**src/rtl/mem_arbiter.sv**
```systemverilog
// Two-port arbiter for the core memory bus: the fetch port and the load/store port share one bus.
// Data wins ties, and a streak limit stops fetches from starving.
module mem_arbiter #(
  parameter int XLEN         = 32,
  parameter int MAX_D_STREAK = 4
) (
  input  logic            clk,
  input  logic            rst_n,
  input  logic            i_req,
  input  logic [XLEN-1:0] i_addr,
  input  logic            i_flush,
  output logic            i_done,
  output logic [XLEN-1:0] i_rdata,
  input  logic            d_req,
  input  logic            d_we,
  input  logic [2:0]      d_funct3,
  input  logic [XLEN-1:0] d_addr,
  input  logic [XLEN-1:0] d_wdata,
  output logic            d_done,
  output logic [XLEN-1:0] d_rdata,
  output logic            bus_req,
  output logic            bus_we,
  output logic [2:0]      bus_funct3,
  output logic [XLEN-1:0] bus_addr,
  output logic [XLEN-1:0] bus_wdata,
  input  logic            bus_ack,
  input  logic [XLEN-1:0] bus_rdata
);

  // state  | meaning
  // IDLE   | arbitrate pending requests
  // I_BUSY | fetch on the bus, waiting for ack
  // D_BUSY | load/store on the bus, waiting for ack
  // DONE   | one-cycle done pulse to the winner
  typedef enum logic [1:0] {IDLE, I_BUSY, D_BUSY, DONE} state_e;

  localparam int SW = $clog2(MAX_D_STREAK + 1);
  localparam logic [SW-1:0] STREAK_MAX = SW'(MAX_D_STREAK);

  state_e            state_q, state_d;
  logic [SW-1:0]     streak_q, streak_d;
  logic              flush_pend_q, flush_pend_d;
  logic              owner_d_q, owner_d_d;
  logic              bus_we_q, bus_we_d;
  logic [2:0]        bus_funct3_q, bus_funct3_d;
  logic [XLEN-1:0]   bus_addr_q, bus_addr_d;
  logic [XLEN-1:0]   bus_wdata_q, bus_wdata_d;
  logic [XLEN-1:0]   i_rdata_q, i_rdata_d;
  logic [XLEN-1:0]   d_rdata_q, d_rdata_d;
  logic              limit_hit;

  assign limit_hit = i_req && (streak_q >= STREAK_MAX);

  always_comb begin
    state_d      = state_q;
    streak_d     = streak_q;
    flush_pend_d = flush_pend_q;
    owner_d_d    = owner_d_q;
    bus_we_d     = bus_we_q;
    bus_funct3_d = bus_funct3_q;
    bus_addr_d   = bus_addr_q;
    bus_wdata_d  = bus_wdata_q;
    i_rdata_d    = i_rdata_q;
    d_rdata_d    = d_rdata_q;
    case (state_q)
      IDLE: begin
        if (d_req && !limit_hit) begin
          state_d      = D_BUSY;
          owner_d_d    = 1'b1;
          bus_we_d     = d_we;
          bus_funct3_d = d_funct3;
          bus_addr_d   = d_addr;
          bus_wdata_d  = d_wdata;
          if (!i_req)
            streak_d = '0;
          else if (streak_q != STREAK_MAX)
            streak_d = streak_q + SW'(1);
        end else if (i_req && !i_flush) begin
          state_d      = I_BUSY;
          owner_d_d    = 1'b0;
          bus_we_d     = 1'b0;
          bus_funct3_d = 3'b010;
          bus_addr_d   = i_addr;
          streak_d     = '0;
        end
      end
      I_BUSY: begin
        if (i_flush)
          flush_pend_d = 1'b1;
        if (bus_ack) begin
          state_d = DONE;
          // A cancelled fetch is not a completion, so the previous word stays visible.
          if (!(flush_pend_q || i_flush))
            i_rdata_d = bus_rdata;
        end
      end
      D_BUSY: begin
        if (bus_ack) begin
          state_d = DONE;
          if (!bus_we_q)
            d_rdata_d = bus_rdata;
        end
      end
      DONE: begin
        state_d      = IDLE;
        flush_pend_d = 1'b0;
      end
      default: state_d = IDLE;
    endcase
  end

  always_ff @(posedge clk or negedge rst_n) begin
    if (!rst_n) begin
      state_q      <= IDLE;
      streak_q     <= '0;
      flush_pend_q <= 1'b0;
      owner_d_q    <= 1'b0;
      bus_we_q     <= 1'b0;
      bus_funct3_q <= 3'b000;
      bus_addr_q   <= '0;
      bus_wdata_q  <= '0;
      i_rdata_q    <= '0;
      d_rdata_q    <= '0;
    end else begin
      state_q      <= state_d;
      streak_q     <= streak_d;
      flush_pend_q <= flush_pend_d;
      owner_d_q    <= owner_d_d;
      bus_we_q     <= bus_we_d;
      bus_funct3_q <= bus_funct3_d;
      bus_addr_q   <= bus_addr_d;
      bus_wdata_q  <= bus_wdata_d;
      i_rdata_q    <= i_rdata_d;
      d_rdata_q    <= d_rdata_d;
    end
  end

  assign bus_req    = (state_q == I_BUSY) || (state_q == D_BUSY);
  assign bus_we     = bus_we_q;
  assign bus_funct3 = bus_funct3_q;
  assign bus_addr   = bus_addr_q;
  assign bus_wdata  = bus_wdata_q;
  assign i_done     = (state_q == DONE) && !owner_d_q && !flush_pend_q;
  assign d_done     = (state_q == DONE) && owner_d_q;
  assign i_rdata    = i_rdata_q;
  assign d_rdata    = d_rdata_q;

endmodule

```
**config.mk**
```make
export PLATFORM = sky130hd
export DESIGN_NAME = mem_arbiter
export DESIGN_NICKNAME = d
export VERILOG_FILES = /design/src/rtl/mem_arbiter.sv
export SDC_FILE = /design/constraint.sdc
export NUM_CORES = 1
export LEC_CHECK = 0
export CAP_MARGIN = 20
export CORE_UTILIZATION = 41
export CTS_CLUSTER_DIAMETER = 40
export DETAILED_ROUTE_END_ITERATION = 7
export PLACE_DENSITY = 0.8
export SYNTH_ARGS = -nofsm -noshare
export SYNTH_HDL_FRONTEND = slang
export SYNTH_SLANG_ARGS = --single-unit
```
**constraint.sdc**
```tcl
create_clock -name clk -period 2.2 [get_ports clk]
set_input_delay 0.44 -clock clk [delete_from_list [all_inputs] [get_ports clk]]
set_output_delay 0.44 -clock clk [all_outputs]
set_load 0.02 [all_outputs]
```
==> impl_metrics.tcl, run 1 <==
set metrics [dict create \
    status "completed" \
    die_w_um 121.4 \
    slew_headroom 0.7482 \
    seqCellArea_um2 3478 \
    place_congestion 0.7176 \
    viasPerCell 4.891 \
    layout_commonest_cell "clkdlybuf4s50_1" \
    critPathArrivalTime_ns 1.63 \
    final_max_slew_viol_count 0 \
    cap_violations 0 \
    rsz0062_at_grt "false" \
    drt.antenna.violating_nets 0 \
    power.density_nw_per_um2 1517 \
    port_buffers 272 \
    initial_core_util 0.4208 \
    required_ns 1.76 \
    synth_seq_cells 139 \
    nets 798 \
    fp.coreArea_um2 13880 \
    antenna_found_initial 0 \
    finalCriticalPeriod_ns 2.066 \
    p_leak_uw 0.004014 \
    syn_avg_cell_area_um2 16.22 \
    worstSetupStartpointType "flop" \
    dr_total_vias 4128 \
    grt_pass1_wl_mm 23.54 \
    hold_ws_ns 0.4904 \
    r2r_start "state_q[0]" \
    setup_viol 0 \
    cts_root_buffer "clkbuf_16" \
    fmax_ghz 0.4839 \
    ir_worst_vdd_v 0.0008926 \
    syn-cell-area_um2 5841 \
    fillers 982 \
    grt_usage 0.2118 \
    crit_start "state_q[1]" \
    worst_pin_slew_ns 0.3777 \
    drc 0 \
    synth_cell_types 31 \
    cts_max_path_buffers 2 \
    antennaDiodeCount 0 \
    rows 43 \
    finalClockSkew_ns 0.007408 \
    finalHoldViolations 0 \
    die-area_um2 14730 \
    die_y_um 121.4 \
    dp_hpwl_mm 11.28 \
    h-tree-depth 4 \
    final.period_utilization 0.9393 \
    ioPinCount 273 \
    clkSinkCount 139 \
    synthToLayoutAreaGrowth_pct 62.21 \
    clkTransAtPathRegs_ns 0.05 \
    final_cell_mix "clkdlybuf4s50_1, dfrtp_1, mux2_2" \
    grt_pass1_vias 4574 \
    yosysSeqAreaShare 0.5955 \
    insertion_delay_ns 0.41 \
    postSynthCellCount 360 \
    grt.overflow.total 0 \
    layout-drive-gt1-share 0.3027 \
    total_power_uw 14370 \
    worstSetupPathType "reg2out" \
    ys.warnings.count 0 \
    worstPathMaxFanout 4 \
    multiInputGateArea_um2 2212 \
    cp-end-kind "primary output" \
    worstHoldPathType "reg2reg" \
    dr.pass1.iters 4 \
    holdCritStartpoint "i_rdata[30]" \
    cts_tree "done" \
    wl_per_cell_um 17.75 \
    syn-num-nets 505 \
    grt_start_max_net_pins 65 \
    drtIter0Drc 62 \
    cts_made_buffers 17 \
    wl_mm 14.98 \
]
==> cells by family (layout without fill, tap and decap cells) <==
family	Yosys count	in the layout	share of synthesized area
AO/OA/AOI/OAI	19	19	0.02700
adder cells (fa/ha/maj)	7	7	0.01500
buffers and inverters	23	327	0.02742
flip-flops	139	139	0.5955
multiplexers	161	161	0.3220
AND/OR/NAND/NOR	11	11	0.01307
==> sequential cells by signal, summed over array words and instances, names as in the netlist <==
register / cells
owner_d_q: 1
i_rdata: 32
bus_addr: 32
streak_q: 3
state_q: 2
bus_funct3: 3
d_rdata: 32
bus_wdata: 32
flush_pend_q: 1
bus_we: 1
==> power by group <==
part	leakage, µW	internal [µW]	switching (µW)
combinational	0.00206	3870	3140
clock	0.000290	1820	987
sequential	0.00166	3860	703
==> final cells by class <==
class                      count  share of cell area
timing repair buffer         291              0.3117
sequential                   139              0.3671
clock buffer                  22             0.04900
clock inverter                 8             0.01255
inverter                       6            0.002377
multi-input combinational    198              0.2335
tap                          180             0.02377
==> final timing paths <==
| check | slack (ns) | to | cells after the start |
|---|---|---|---|
| worst max-delay path | 0.13 | bus_req | 3 |
| worst min-delay path | 0.49 | i_rdata[30] | 1 |
| worst max register to register | 0.42 | bus_addr[23] | 5 |
| worst min register to register | 0.49 | i_rdata[30] | 1 |
| max in group asynchronous | 1.01 | d_rdata[1] | 3 |
| min in group asynchronous | 0.51 | bus_wdata[24] | 2 |
==> Yosys cell counts (all sizes together) <==
library cell	n	area, µm²
a21bo	2	20.02
a21boi	3	33.79
a21o	1	7.510
a21oi	3	15.01
a22o	3	26.28
a2bb2oi	3	26.28
a32o	1	10.01
a32oi	1	8.760
and2	2	12.51
buf	15	130.1
clkbuf	2	7.510
dfrtp	139	3478
ha	7	87.58
inv	6	22.52
mux2	161	1881
nand2b	1	6.260
nand3	2	10.01
nand3b	2	15.01
nand4	1	6.260
nor2	1	3.750
nor3b	1	7.510
nor4b	1	15.01
o21ai	2	10.01
==> timing repair <==
item,in CTS,in global routing
endpoints found under the setup margin,3,0
gates resized for setup,3,0
setup buffers,0,0
hold endpoints to repair,37,0
hold buffers,1,0
==> worst max-delay path, cell delays in order (launching register included) <==
cell	delay (ns)
dfrtp_1	0.41
inv_1	0.10
ha_1	0.33
dlygate4sd2_1	0.39
==> metal layers <==
layer | GRT usage | vias up | wire length [µm]
met5 | 0 | - | 0
met4 | 0.07716 | 0 | 269
met3 | 0.08177 | 22 | 1444
met2 | 0.3778 | 176 | 7760
met1 | 0.2245 | 2049 | 5504
li1 | - | 1881 | -
==> metrics by stage <==
| stage | instances | TNS, ns | area, µm² | worst slack [ns] | util |
|---|---|---|---|---|---|
| floorplan | 360 | 0 | 5841 | 0.4889 | - |
| detailed placement | 813 | -0.03620 | 8885 | -0.03620 | 0.6401 |
| finish | 844 | 0 | 9474 | 0.1336 | 0.6825 |
| global placement | 813 | 0 | 8885 | 0.01241 | 0.6401 |
| global route | 844 | 0 | 9474 | 0.06080 | 0.6825 |
| CTS | 844 | 0 | 9474 | 0.1080 | 0.6825 |
Note: power is estimated with default switching activity, not from simulation.
==> inputs of run 2 (changes only) <==
- CORE_UTILIZATION: 41 -> 45
- PLACE_DENSITY: 0.8 -> 0.87
- SLEW_MARGIN: not set -> 15
- clock period: 2.2 -> 2.43 ns (I/O delays scaled with it)
==> run 2 against run 1 <==
First-iteration DRC count grew to 2.9 times the previous value. Clock power is 9.6% lower. Combinational power is 9.1% lower. Worst setup slack worse by 0.012 ns. Sequential share of layout area is 0.20 points higher. Cell count is 1.4% lower. Non-clock buffer count is 5 lower. Hold slack worse by 0.47 ns. Design area is 0.54% lower. Register-to-register slack better by 0.22 ns.
==> impl_metrics.tcl, run 2 (synthesized netlist as in run 1, its figures left out) <==
set metrics [dict create \
    power.density_nw_per_um2 1386 \
    rrSetupSlack_ns 0.64 \
    synthToLayoutAreaGrowth_pct 61.33 \
    postCtsHoldBufs 0 \
    cts_max_path_buffers 2 \
    die_w_um 115.9 \
    p_leak_uw 0.003992 \
    ff2ff_path_depth 5 \
    r2r_start "state_q[1]" \
    drtIter0Drc 180 \
    ir_worst_vdd_v 0.0008366 \
    dp_hpwl_mm 11.53 \
    nets 793 \
    hold_ws_ns 0.02056 \
    required_ns 1.94 \
    die_y_um 115.9 \
    drc 0 \
    final_cell_mix "clkdlybuf4s50_1, dfrtp_1, mux2_2" \
    wl_mm 15.55 \
    port_buffers 272 \
    cp-end-kind "primary output" \
    cap_violations 0 \
    viasPerCell 4.957 \
    final.period_utilization 0.9501 \
    critPathArrivalTime_ns 1.82 \
    ioPinCount 273 \
    setup_tns_ns 0 \
    cts_made_buffers 17 \
    drt.antenna.violating_nets 0 \
    cts_tree "done" \
    fp.coreArea_um2 12620 \
    layout_commonest_cell "clkdlybuf4s50_1" \
    rsz0062_at_grt "false" \
    finalHoldViolations 0 \
    finalClockSkew_ns 0.003925 \
    finalCriticalPeriod_ns 2.309 \
    place_area_um2 8832 \
    status "completed" \
    dr.pass1.iters 4 \
    worstSetupStartpointType "flop" \
    fillers 842 \
    fmax_ghz 0.4331 \
    worstSetupPathType "reg2out" \
    cts_root_buffer "clkbuf_16" \
    initial_core_util 0.4628 \
    wl_per_cell_um 18.69 \
    dr_total_vias 4124 \
    grt_pass1_wl_mm 23.86 \
    grt.overflow.total 0 \
    fin_util 0.7467 \
    worstHoldPathType "in2async" \
    grt_usage 0.2422 \
    slew_headroom 0.6463 \
    insertion_delay_ns 0.41 \
    grt_pass1_vias 4581 \
    antennaDiodeCount 0 \
    final_max_slew_viol_count 0 \
    worstPathMaxFanout 4 \
    clkTransAtPathRegs_ns 0.06 \
    worst_pin_slew_ns 0.5305 \
    rr_endpoint "i_rdata[5]" \
    stdcell_area_um2 9423 \
    die-area_um2 13440 \
    rows 41 \
    place_congestion 0.7161 \
    place_inst 801 \
    clkSinkCount 139 \
    antenna_found_initial 0 \
    setup_viol 0 \
    layout-drive-gt1-share 0.3015 \
    grt_start_max_net_pins 60 \
    layoutNonFillerInstCount 832 \
    h-tree-depth 4 \
]
==> run 2: final cells by class <==
cell class,count,area (µm²),share of cell area
clock buffer,24,501.7,0.05325
clock inverter,7,87.58,0.009295
inverter,6,22.52,0.002390
multi-input combinational,198,2212,0.2348
sequential,139,3478,0.3691
tap,172,215.2,0.02284
timing repair buffer,286,2905,0.3083
==> run 2: per-stage QoR <==
stage | power (µW) | worst slack, ns
after floorplan | 7389 | 0.7189
after global placement | 10330 | 0.1661
after detailed placement | 10560 | 0.1305
after CTS | 13190 | 0.01126
after global routing | 13710 | 0.001361
final | 13060 | 0.1212
==> run 2: worst max path at each step <==
stage,startpoint,end,slack (ns),cells after the start
floorplan,state_q[1],i_rdata[10],0.72,5
global placement,d_req,bus_addr[5],0.17,5
detailed placement,d_req,bus_addr[5],0.13,5
CTS,state_q[0],bus_req,0.01,3
global route,state_q[0],d_done,0.001,3
finish,state_q[0],d_done,0.12,3
==> run 2: report_power, final <==
part / switching, µW / internal, µW / leakage (µW) / total (µW)
Combinational: 2860 / 3490 / 0.00204 / 6360
Clock: 911 / 1630 / 0.000292 / 2540
Sequential: 662 / 3490 / 0.00166 / 4160
Total: 4440 / 8620 / 0.00399 / 13100
==> run 2: what timing repair did <==
| item | 4_1_cts | 5_1_grt |
|---|---|---|
| endpoints found under the setup margin | 1 | 1 |
| setup buffers | 0 | 0 |
| gates resized for setup | 1 | 1 |
==> run 2: critical path, stage by stage, from the launching register on <==
cell             delay [ns]
dfrtp_1                0.41
ha_1                   0.20
and2_1                 0.13
clkdlybuf4s50_1        0.66
==> run 2: routing by layer <==
metal | up-vias | GRT usage | share of wire
li1 | 1869 | - | -
met1 | 2042 | 0.2544 | 0.36
met2 | 179 | 0.4329 | 0.52
met3 | 34 | 0.09467 | 0.086
met4 | 0 | 0.09829 | 0.028
met5 | - | 0 | 0
